**src/rtl/id_ex_stage.sv**
```systemverilog
// ID/EX operand-issue stage.
// Resolves source operands against three in-flight producers (EX, MEM, WB),
// stalls on results that are not yet available, and latches the resolved
// instruction into the ID/EX register that feeds the ALU.

// Single-operand resolver: zero register, then first matching producer,
// else the register-bank read data. One instance per source operand.
module id_ex_opnd_res #(
  parameter int DATA_W = 32,
  parameter int REG_AW = 5,
  parameter int NSRC   = 3
) (
  input  logic [REG_AW-1:0]            idx,
  input  logic [DATA_W-1:0]            rf,
  input  logic [NSRC-1:0]              fw_wen,
  input  logic [NSRC-1:0][REG_AW-1:0]  fw_rd,
  input  logic [NSRC-1:0][DATA_W-1:0]  fw_data,
  input  logic [NSRC-1:0]              fw_rdy,
  output logic [DATA_W-1:0]            val,
  output logic                         stall
);
  logic hit;

  // Index 0 is the youngest producer and wins; older matches are shadowed.
  // A nonzero idx makes the fw_rd!=0 qualifier implicit.
  always_comb begin
    val   = rf;
    stall = 1'b0;
    hit   = 1'b0;
    if (idx == '0) begin
      val = '0;
    end else begin
      for (int i = 0; i < NSRC; i++) begin
        if (!hit && fw_wen[i] && (fw_rd[i] == idx)) begin
          hit   = 1'b1;
          val   = fw_data[i];
          stall = ~fw_rdy[i];
        end
      end
    end
  end
endmodule

module id_ex_stage #(
  parameter int DATA_W = 32,
  parameter int REG_AW = 5,
  parameter int CTRL_W = 16,
  parameter int CNT_W  = 16
) (
  input  logic              clk,
  input  logic              rst_n,
  input  logic              id_valid,
  output logic              id_ready,
  input  logic [REG_AW-1:0] id_ra,
  input  logic [REG_AW-1:0] id_rb,
  input  logic              id_uses_ra,
  input  logic              id_uses_rb,
  input  logic [REG_AW-1:0] id_rd,
  input  logic [DATA_W-1:0] id_imm,
  input  logic [CTRL_W-1:0] id_ctrl,
  input  logic [DATA_W-1:0] rf_a,
  input  logic [DATA_W-1:0] rf_b,
  input  logic              fw0_wen,
  input  logic              fw1_wen,
  input  logic              fw2_wen,
  input  logic [REG_AW-1:0] fw0_rd,
  input  logic [REG_AW-1:0] fw1_rd,
  input  logic [REG_AW-1:0] fw2_rd,
  input  logic [DATA_W-1:0] fw0_data,
  input  logic [DATA_W-1:0] fw1_data,
  input  logic [DATA_W-1:0] fw2_data,
  input  logic              fw0_rdy,
  input  logic              fw1_rdy,
  input  logic              fw2_rdy,
  input  logic              flush,
  input  logic              ex_ready,
  output logic              ex_valid,
  output logic [DATA_W-1:0] ex_a,
  output logic [DATA_W-1:0] ex_b,
  output logic [DATA_W-1:0] ex_imm,
  output logic [CTRL_W-1:0] ex_ctrl,
  output logic [REG_AW-1:0] ex_rd,
  output logic              hazard,
  output logic [CNT_W-1:0]  bubble_cnt
);
  localparam int NSRC = 3;
  localparam int NOPS = 2;

  typedef struct packed {
    logic [DATA_W-1:0] a;
    logic [DATA_W-1:0] b;
    logic [DATA_W-1:0] imm;
    logic [CTRL_W-1:0] ctrl;
    logic [REG_AW-1:0] rd;
  } idex_t;

  logic [NSRC-1:0]             fw_wen;
  logic [NSRC-1:0][REG_AW-1:0] fw_rd;
  logic [NSRC-1:0][DATA_W-1:0] fw_data;
  logic [NSRC-1:0]             fw_rdy;

  logic [NOPS-1:0][REG_AW-1:0] src_idx;
  logic [NOPS-1:0][DATA_W-1:0] src_rf;
  logic [NOPS-1:0][DATA_W-1:0] src_val;
  logic [NOPS-1:0]             src_stall;
  logic [NOPS-1:0]             src_uses;

  logic  free;
  logic  accept;
  idex_t idex_q;

  // Producer index order is forwarding priority: EX, MEM, WB.
  assign fw_wen  = {fw2_wen,  fw1_wen,  fw0_wen};
  assign fw_rd   = {fw2_rd,   fw1_rd,   fw0_rd};
  assign fw_data = {fw2_data, fw1_data, fw0_data};
  assign fw_rdy  = {fw2_rdy,  fw1_rdy,  fw0_rdy};

  assign src_idx  = {id_rb, id_ra};
  assign src_rf   = {rf_b, rf_a};
  assign src_uses = {id_uses_rb, id_uses_ra};

  for (genvar g = 0; g < NOPS; g++) begin : g_res
    id_ex_opnd_res #(
      .DATA_W (DATA_W),
      .REG_AW (REG_AW),
      .NSRC   (NSRC)
    ) u_res (
      .idx     (src_idx[g]),
      .rf      (src_rf[g]),
      .fw_wen  (fw_wen),
      .fw_rd   (fw_rd),
      .fw_data (fw_data),
      .fw_rdy  (fw_rdy),
      .val     (src_val[g]),
      .stall   (src_stall[g])
    );
  end

  // Handshake: a stall only matters for sources the instruction really reads;
  // flush always drains decode.
  always_comb begin
    hazard   = id_valid & (|(src_uses & src_stall));
    free     = ex_ready | ~ex_valid;
    id_ready = flush | (free & ~hazard);
    accept   = id_valid & id_ready & ~flush;
  end

  // ID/EX register and bubble counter; held whenever EX is not free.
  always_ff @(posedge clk or negedge rst_n) begin
    if (!rst_n) begin
      ex_valid   <= 1'b0;
      idex_q     <= '0;
      bubble_cnt <= '0;
    end else if (flush) begin
      ex_valid <= 1'b0;
    end else if (free) begin
      if (accept) begin
        ex_valid    <= 1'b1;
        idex_q.a    <= src_val[0];
        idex_q.b    <= src_val[1];
        idex_q.imm  <= id_imm;
        idex_q.ctrl <= id_ctrl;
        idex_q.rd   <= id_rd;
      end else begin
        ex_valid <= 1'b0;
        if (hazard && (bubble_cnt != '1))
          bubble_cnt <= bubble_cnt + CNT_W'(1);
      end
    end
  end

  assign ex_a    = idex_q.a;
  assign ex_b    = idex_q.b;
  assign ex_imm  = idex_q.imm;
  assign ex_ctrl = idex_q.ctrl;
  assign ex_rd   = idex_q.rd;
endmodule

```
**config.mk**
```make
export PLATFORM = sky130hd
export DESIGN_NAME = id_ex_stage
export DESIGN_NICKNAME = d
export VERILOG_FILES = /design/src/rtl/id_ex_stage.sv
export SDC_FILE = /design/constraint.sdc
export NUM_CORES = 1
export LEC_CHECK = 0
export BUFFER_PORTS_ARGS = -buffer_cell sky130_fd_sc_hd__buf_2
export CELL_PAD_IN_SITES_DETAIL_PLACEMENT = 1
export CELL_PAD_IN_SITES_GLOBAL_PLACEMENT = 1
export CORE_MARGIN = 2
export CORE_UTILIZATION = 35
export DETAILED_ROUTE_END_ITERATION = 8
export PLACE_DENSITY_LB_ADDON = 0.25
export SYNTH_ARGS = -nofsm -noshare
export SYNTH_HDL_FRONTEND = slang
export SYNTH_SLANG_ARGS = --single-unit
export TNS_END_PERCENT = 5
```
**constraint.sdc**
```tcl
create_clock -name clk -period 5.35 [get_ports clk]
set_clock_uncertainty 0.2 [all_clocks]
set_input_delay 0.535 -clock clk [delete_from_list [all_inputs] [get_ports clk]]
set_output_delay 0.535 -clock clk [all_outputs]
set_load 0.02 [all_outputs]
```
==> impl_metrics.env, run 1 <==
export IMPL_setup_violations=0
export IMPL_vias=7728
export IMPL_tns_ns=0
export IMPL_drtAntennaViolNets=0
export IMPL_synth_seq_cells=134
export IMPL_peakVddDrop_uv=206.1
export IMPL_comb_power_share_pct=27.7
export IMPL_swShare_pct=35.63
export IMPL_clock_path_buffers=2
export IMPL_synthArstFlopShare_pct=100.0
export IMPL_grt_busiest_layer="met2"
export IMPL_fin_nets=1427
export IMPL_syn2layout_area_growth_pct=37.08
export IMPL_die_y_um=148.9
export IMPL_pre_cts_ws_ns=1.643
export IMPL_htree_num_levels=4
export IMPL_final_cells=1470
export IMPL_synth_edff_count=0
export IMPL_place_hpwl_um=21790
export IMPL_min_period_over_period_pct=65.95
export IMPL_yosys_area_top_type_share_pct=45.61
export IMPL_die_width_um=148.9
export IMPL_grt_util_met3_pct=6.147
export IMPL_dieArea_um2=22180
export IMPL_antenna_found_initial=7
export IMPL_crit_chain="buf_2 -> xor2_1 -> nor3_1 -> a41oi_1 -> a21oi_2 -> nand2b_1 -> a21o_1 -> buf_2"
export IMPL_cts_setup_buffers=0
export IMPL_yosys_warnings=0
export IMPL_synth_most_common_cell="nand2_1"
export IMPL_outcome="finished, final reports clean"
export IMPL_cts_sinks=134
export IMPL_max_freq_ghz=0.2834
export IMPL_hold_violations=0
export IMPL_internal_power_uw=2168
export IMPL_cts_buffers=17
export IMPL_cts_tree="done"
export IMPL_yosysTopAreaCell="dfrtp_1"
export IMPL_cpMostUsedCell="buf_2"
export IMPL_routedWlPerCell_um=20.40
export IMPL_multi_input_area_um2=3779
export IMPL_ys_top_cells_by_area="dfrtp_1 (46%), nand2_1 (10%), mux2_1 (6.9%)"
export IMPL_hold_path_class="in2reg"
export IMPL_power_frac_seq_pct=38.4
export IMPL_place_gp_congestion=0.8424
export IMPL_ys_seq_area_share_pct=45.61
export IMPL_syn_area_um2=7352
export IMPL_slew_headroom_pct=17.88
export IMPL_grt_overflow_total=0
export IMPL_yosys_top_cells_count="nand2_1 (196), dfrtp_1 (134), nor2_1 (75), nand3_1 (74), a31oi_1 (66)"
export IMPL_path_delay_family="compound AO/OA/AOI/OAI gates"
export IMPL_slew_violations=0
export IMPL_firstDrtPassIters=4
export IMPL_drc=0
export IMPL_track_usage_pct=26.83
export IMPL_period_needed_ns=3.528
export IMPL_grtUsageMet1_pct=31.20
export IMPL_grt_pass1_vias=8153
export IMPL_cp_required_ns=4.62
export IMPL_powerDensity_nw_per_um2=334.2
export IMPL_syn_avg_cell_area_um2=8.922
export IMPL_synthFlopType="dfrtp_1"
export IMPL_grt_first_pass_wirelength_um=45670
export IMPL_critPathArrivalTime_ns=2.79
export IMPL_clkTransAtPathRegs_ns=0.07
export IMPL_via_per_inst=5.257
export IMPL_grt_max_degree=99
export IMPL_cp_max_fo=16
export IMPL_worstSetupPathType="in2out"
export IMPL_met2_usage_pct=48.46
export IMPL_cpPeakStageDelay_ns=0.69
export IMPL_fin_ws_ns=1.822
export IMPL_tightestPinTransition_ns=1.232
export IMPL_crit_buf_inv=2
export IMPL_post_cts_resized=0
export IMPL_design_area_um2=10080
export IMPL_synthCells=824
export IMPL_p_sw_uw=1200
export IMPL_fp_coreArea_um2=20820
export IMPL_fillerInstances=2589
export IMPL_io_buffers=386
export IMPL_cp_slowest_cell="a21oi_2"
export IMPL_cap_violations=0
export IMPL_boundaryPins=387
export IMPL_end_kind="primary output"
export IMPL_drive_gt1_share_pct=37.71
export IMPL_routed_wl_um=29990
export IMPL_finalPower_uw=3368
export IMPL_postCtsHoldBufs=1
export IMPL_regArea_um2=3353
export IMPL_place_area_um2=9479
export IMPL_clk_latency_ns=0.41
export IMPL_start_kind="input port"
export IMPL_drtIter0Drc=237
export IMPL_syn_nets=1076
export IMPL_root_buffer="clkbuf_16"
export IMPL_rsz0062_at_grt="no"
export IMPL_dp_cells=1430
export IMPL_leakage_uw=0.004825
export IMPL_start_util_pct=35.31
export IMPL_yosysUniqueCellTypes=40
export IMPL_rows=53
export IMPL_p_clk_share_pct=33.9
-- power by group through the flow --
| stage | sequential [uW] | clock, uW | combinational, uW |
|---|---|---|---|
| 2_1_floorplan | 1530 | 0 | 285 |
| 5_1_grt | 1320 | 1220 | 1010 |
| 4_1_cts | 1300 | 1170 | 943 |
| 3_5_place_dp | 1310 | 0 | 939 |
| 6_report | 1290 | 1140 | 932 |
| 3_3_place_gp | 1300 | 0 | 919 |
-- worst reg2reg max path: stages, from the launching register on --
cell and delay [ns]:
dfrtp_1 0.45, nand4_1 0.17, nor2_1 0.23, and2_1 0.20, and3_1 0.19, a41o_1 0.59
nor2_1 0.16, mux2_2 0.31
-- routing by layer --
| layer | vias up | routed length [um] |
|---|---|---|
| met5 | - | 0 |
| met4 | 0 | 680 |
| met3 | 42 | 2048 |
| met2 | 295 | 15530 |
| met1 | 3768 | 11730 |
| li1 | 3623 | - |
-- path summary, 6_finish.rpt --
| check | from | to | slack, ns | depth (start not counted) |
|---|---|---|---|---|
| max | id_rb[0] | id_ready | 1.82 | 8 |
| min | flush | ex_valid$_DFFE_PN0P_ | 0.13 | 2 |
| max reg2reg | bubble_cnt[6]$_DFFE_PN0P_ | bubble_cnt[1]$_DFFE_PN0P_ | 2.75 | 7 |
| min reg2reg | ex_imm[24]$_DFFE_PN0P_ | ex_imm[24]$_DFFE_PN0P_ | 0.28 | 1 |
| max in group asynchronous | rst_n | ex_b[0]$_DFFE_PN0P_ | 3.13 | 3 |
| min in group asynchronous | rst_n | bubble_cnt[0]$_DFFE_PN0P_ | 0.51 | 2 |
-- flip-flops by register name, summed over array words and instances (netlist names) --
name,cells
ex_valid,1
ex_imm,32
ex_rd,5
ex_b,32
ex_a,32
bubble_cnt,16
ex_ctrl,16
-- final cells by class --
type	instances	area share, %
inverters	4	0.1490
clock inverters	14	1.316
multi-input cells	626	37.49
flip-flops and latches	134	33.27
diodes	7	0.1738
well taps	275	3.414
repair buffers	392	19.83
clock buffers	18	4.358
-- logic make-up after synthesis --
| family | after synthesis | share of synthesized area, % |
|---|---|---|
| and+or+nand+nor | 384 | 22.79 |
| xor gates and xnor gates | 45 | 5.361 |
| DFF | 134 | 45.61 |
| buffers and inverters | 64 | 4.169 |
| muxes | 54 | 8.271 |
| AOI/OAI and AO/OA | 142 | 13.63 |
| adders and majority gates | 1 | 0.1702 |
-- stage by stage --
step                hold WS (ns)  util, %
finish                    0.1263    48.40
global route              0.1180    48.38
CTS                       0.1034    48.32
detailed placement        0.2729    45.52
global placement          0.2625    45.52
floorplan                0.03941        -
-- placed cells by master, fill, tap and decap left out, types with 5 or more instances in the layout --
cell type and count:
o211ai_1 64, or4_1 5, nor3_1 7, nand3_1 74
mux2_1 45, nand2_1 196, xor2_1 38, diode_2 7
xnor2_1 7, a31oi_1 64, inv_6 5, clkbuf_16 17
dfrtp_1 134, mux2_2 9, buf_2 385, nor2_1 72
(Power assumes the default switching activity.)
==> run 2: changes to the inputs <==
ABC_AREA = 1   (was unset)
CORE_UTILIZATION = 30   (was 35)
clock period = 3.17 ns   (was 5.35 ns; I/O delays follow)
==> run 2 against run 1 <==
Effect of this change:
- critical path depth is 5 higher
- sequential power increased by 68%
- clock-buffer cell count rose by 1
- cell count rose by 57%
- flip-flop and latch count stayed put
- non-clock buffer count grew 82
- largest power group unchanged
==> impl_metrics.env, run 2 <==
export IMPL_clock_path_buffers=2
export IMPL_internal_power_uw=3792
export IMPL_grt_max_degree=93
export IMPL_p_clk_share_pct=33.5
export IMPL_ys_seq_area_share_pct=35.37
export IMPL_tightestPinTransition_ns=0.7058
export IMPL_yosys_top_cells_count="nand2_1 (492), nor2_1 (226), nand4_1 (140), dfrtp_1 (134), inv_1 (132)"
export IMPL_synthFlopType="dfrtp_1"
export IMPL_max_freq_ghz=0.3872
export IMPL_slew_violations=0
export IMPL_vias=11590
export IMPL_min_period_over_period_pct=81.47
export IMPL_worstSetupPathType="in2out"
export IMPL_antenna_found_initial=17
export IMPL_cp_required_ns=2.65
export IMPL_syn_avg_cell_area_um2=6.371
export IMPL_yosysUniqueCellTypes=27
export IMPL_finalPower_uw=6007
export IMPL_cts_buffers=17
export IMPL_place_hpwl_um=31140
export IMPL_whs_path_depth=5
export IMPL_final_cell_mix="nand2_1 (491), buf_2 (385), nor2_1 (225), nand4_1 (140), dfrtp_1 (134)"
export IMPL_cts_sinks=134
export IMPL_die_y_um=181.8
export IMPL_synthCells=1488
export IMPL_tns_ns=0
export IMPL_syn_area_um2=9480
export IMPL_synthArstFlopShare_pct=100.0
export IMPL_pre_cts_ws_ns=0.3556
export IMPL_grt_pass1_vias=12230
export IMPL_synth_seq_cells=134
export IMPL_dp_cells=2203
export IMPL_drtIter0Drc=660
export IMPL_period_needed_ns=2.582
export IMPL_dieArea_um2=33040
export IMPL_peakVddDrop_uv=283.6
export IMPL_synth_edff_count=0
export IMPL_grt_first_pass_wirelength_um=68260
export IMPL_fillerInstances=4185
export IMPL_routed_wl_um=43560
export IMPL_syn_nets=1740
export IMPL_cap_violations=0
export IMPL_clk_latency_ns=0.43
export IMPL_power_frac_seq_pct=36.1
export IMPL_via_per_inst=5.037
export IMPL_outcome="finished, final reports clean"
export IMPL_swShare_pct=36.87
export IMPL_track_usage_pct=26.42
export IMPL_p_sw_uw=2214
export IMPL_start_util_pct=30.28
export IMPL_fin_ws_ns=0.5875
export IMPL_drc=0
export IMPL_die_width_um=181.8
export IMPL_drtAntennaViolNets=0
export IMPL_final_cells=2301
export IMPL_r2r_start="bubble_cnt[0]$_DFFE_PN0P_"
export IMPL_drive_gt1_share_pct=25.33
export IMPL_worstHoldStart="fw2_data[8]"
export IMPL_ys_top_cells_by_area="dfrtp_1 (35%), nand2_1 (19%), nand4_1 (9.2%)"
export IMPL_min_to="ex_b[8]$_DFFE_PN0P_"
export IMPL_synth_most_common_cell="nand2_1"
export IMPL_yosys_warnings=0
export IMPL_powerDensity_nw_per_um2=465.8
export IMPL_hold_violations=0
export IMPL_slew_headroom_pct=52.95
export IMPL_htree_num_levels=4
export IMPL_setup_violations=0
export IMPL_start_kind="input port"
export IMPL_leakage_uw=0.007507
export IMPL_fp_coreArea_um2=31310
export IMPL_boundaryPins=387
export IMPL_rrSetupSlack_ns=0.86
export IMPL_fin_nets=2126
export IMPL_cp_max_fo=14
export IMPL_grt_overflow_total=0
export IMPL_final_util_pct=41.19
export IMPL_syn2layout_area_growth_pct=36.03
export IMPL_r2r_cells=9
export IMPL_firstDrtPassIters=5
export IMPL_root_buffer="clkbuf_16"
export IMPL_final_common_cell="nand2_1"
export IMPL_rsz0062_at_grt="no"
export IMPL_routedWlPerCell_um=18.93
export IMPL_end_kind="primary output"
export IMPL_cts_tree="done"
export IMPL_io_buffers=386
export IMPL_post_cts_resized=0
export IMPL_yosys_area_top_type_share_pct=35.37
export IMPL_clkTransAtPathRegs_ns=0.07
export IMPL_critPathArrivalTime_ns=2.07
export IMPL_rows=65
export IMPL_comb_power_share_pct=30.5
export IMPL_hold_path_class="in2reg"
export IMPL_place_gp_congestion=0.8579
export IMPL_yosysTopAreaCell="dfrtp_1"
export IMPL_reg2reg_to="bubble_cnt[2]$_DFFE_PN0P_"
==> run 2: area by class of cell <==
class | count | area, um^2 | share of cell area, %
diodes | 12 | 30.03 | 0.2329
clock buffers | 19 | 432.9 | 3.357
clock inverters | 13 | 145.1 | 1.125
inverters | 144 | 540.5 | 4.191
multi-input cells | 1103 | 5120 | 39.70
flip-flops and latches | 134 | 3353 | 26.00
well taps | 402 | 503.0 | 3.900
repair buffers | 474 | 2771 | 21.49
==> run 2: how the worst max path moves through the flow <==
| stage | startpoint | endpoint | slack, ns | cells past startpoint |
|---|---|---|---|---|
| global placement | id_ra[1] | bubble_cnt[14]$_DFFE_PN0P_ | 0.45 | 15 |
| floorplan | bubble_cnt[0]$_DFFE_PN0P_ | bubble_cnt[4]$_DFFE_PN0P_ | 0.87 | 10 |
| CTS | id_ra[1] | hazard | 0.57 | 13 |
| global route | id_ra[0] | hazard | 0.40 | 13 |
| detailed placement | id_ra[1] | bubble_cnt[15]$_DFFE_PN0P_ | 0.36 | 15 |
| finish | id_ra[1] | hazard | 0.59 | 13 |
==> run 2: cells by family after synthesis <==
| family | Yosys count | share of synthesized area (%) |
|---|---|---|
| AO/OA/AOI/OAI | 72 | 3.880 |
| XOR/XNOR | 14 | 1.293 |
| adder cells (fa/ha/maj) | 1 | 0.1320 |
| buffers and inverters | 251 | 10.94 |
| flip-flops | 134 | 35.37 |
| AND/OR/NAND/NOR | 1016 | 48.38 |
==> run 2: what timing repair did <==
item	in CTS	in global routing
hold endpoints to repair	110	0
hold buffers	54	0
buffers inserted	0	0
==> run 2: layer usage <==
metal | track usage [%] | vias up | wire, um
met3 | 6.097 | 84 | 2786
li1 | - | 5559 | -
met1 | 32.24 | 5577 | 18540
met4 | 10.70 | 10 | 1308
met5 | 0 | - | 67
met2 | 45.00 | 361 | 20850
==> run 2: power groups by stage <==
stage | Clock (uW) | Sequential, uW | Combinational (uW)
5_1_grt | 2120 | 2200 | 2020
4_1_cts | 2050 | 2160 | 1830
6_report | 2010 | 2170 | 1830
2_1_floorplan | 0 | 2520 | 625
3_5_place_dp | 0 | 2190 | 1780
3_3_place_gp | 0 | 2180 | 1750
==> run 2: metrics by stage <==
step	hold WS, ns	instance area [um^2]
final	0.1405	12900
after global routing	0.1674	12890
after CTS	0.1243	12870
after detailed placement	0.1182	11750
after global placement	0.1246	11750
after floorplan	-0.1786	9480
==> run 2: critical path, stage by stage <==
cell     delay, ns
buf_2         0.14
inv_2         0.06
nand2_1       0.05
nand2_1       0.06
nor2_2        0.11
nand3_2       0.30
nand3_2       0.22
nand2_1       0.06
nor2_1        0.08
nor2_1        0.08
nor2_4        0.29
nor2_1        0.11
buf_2         0.18
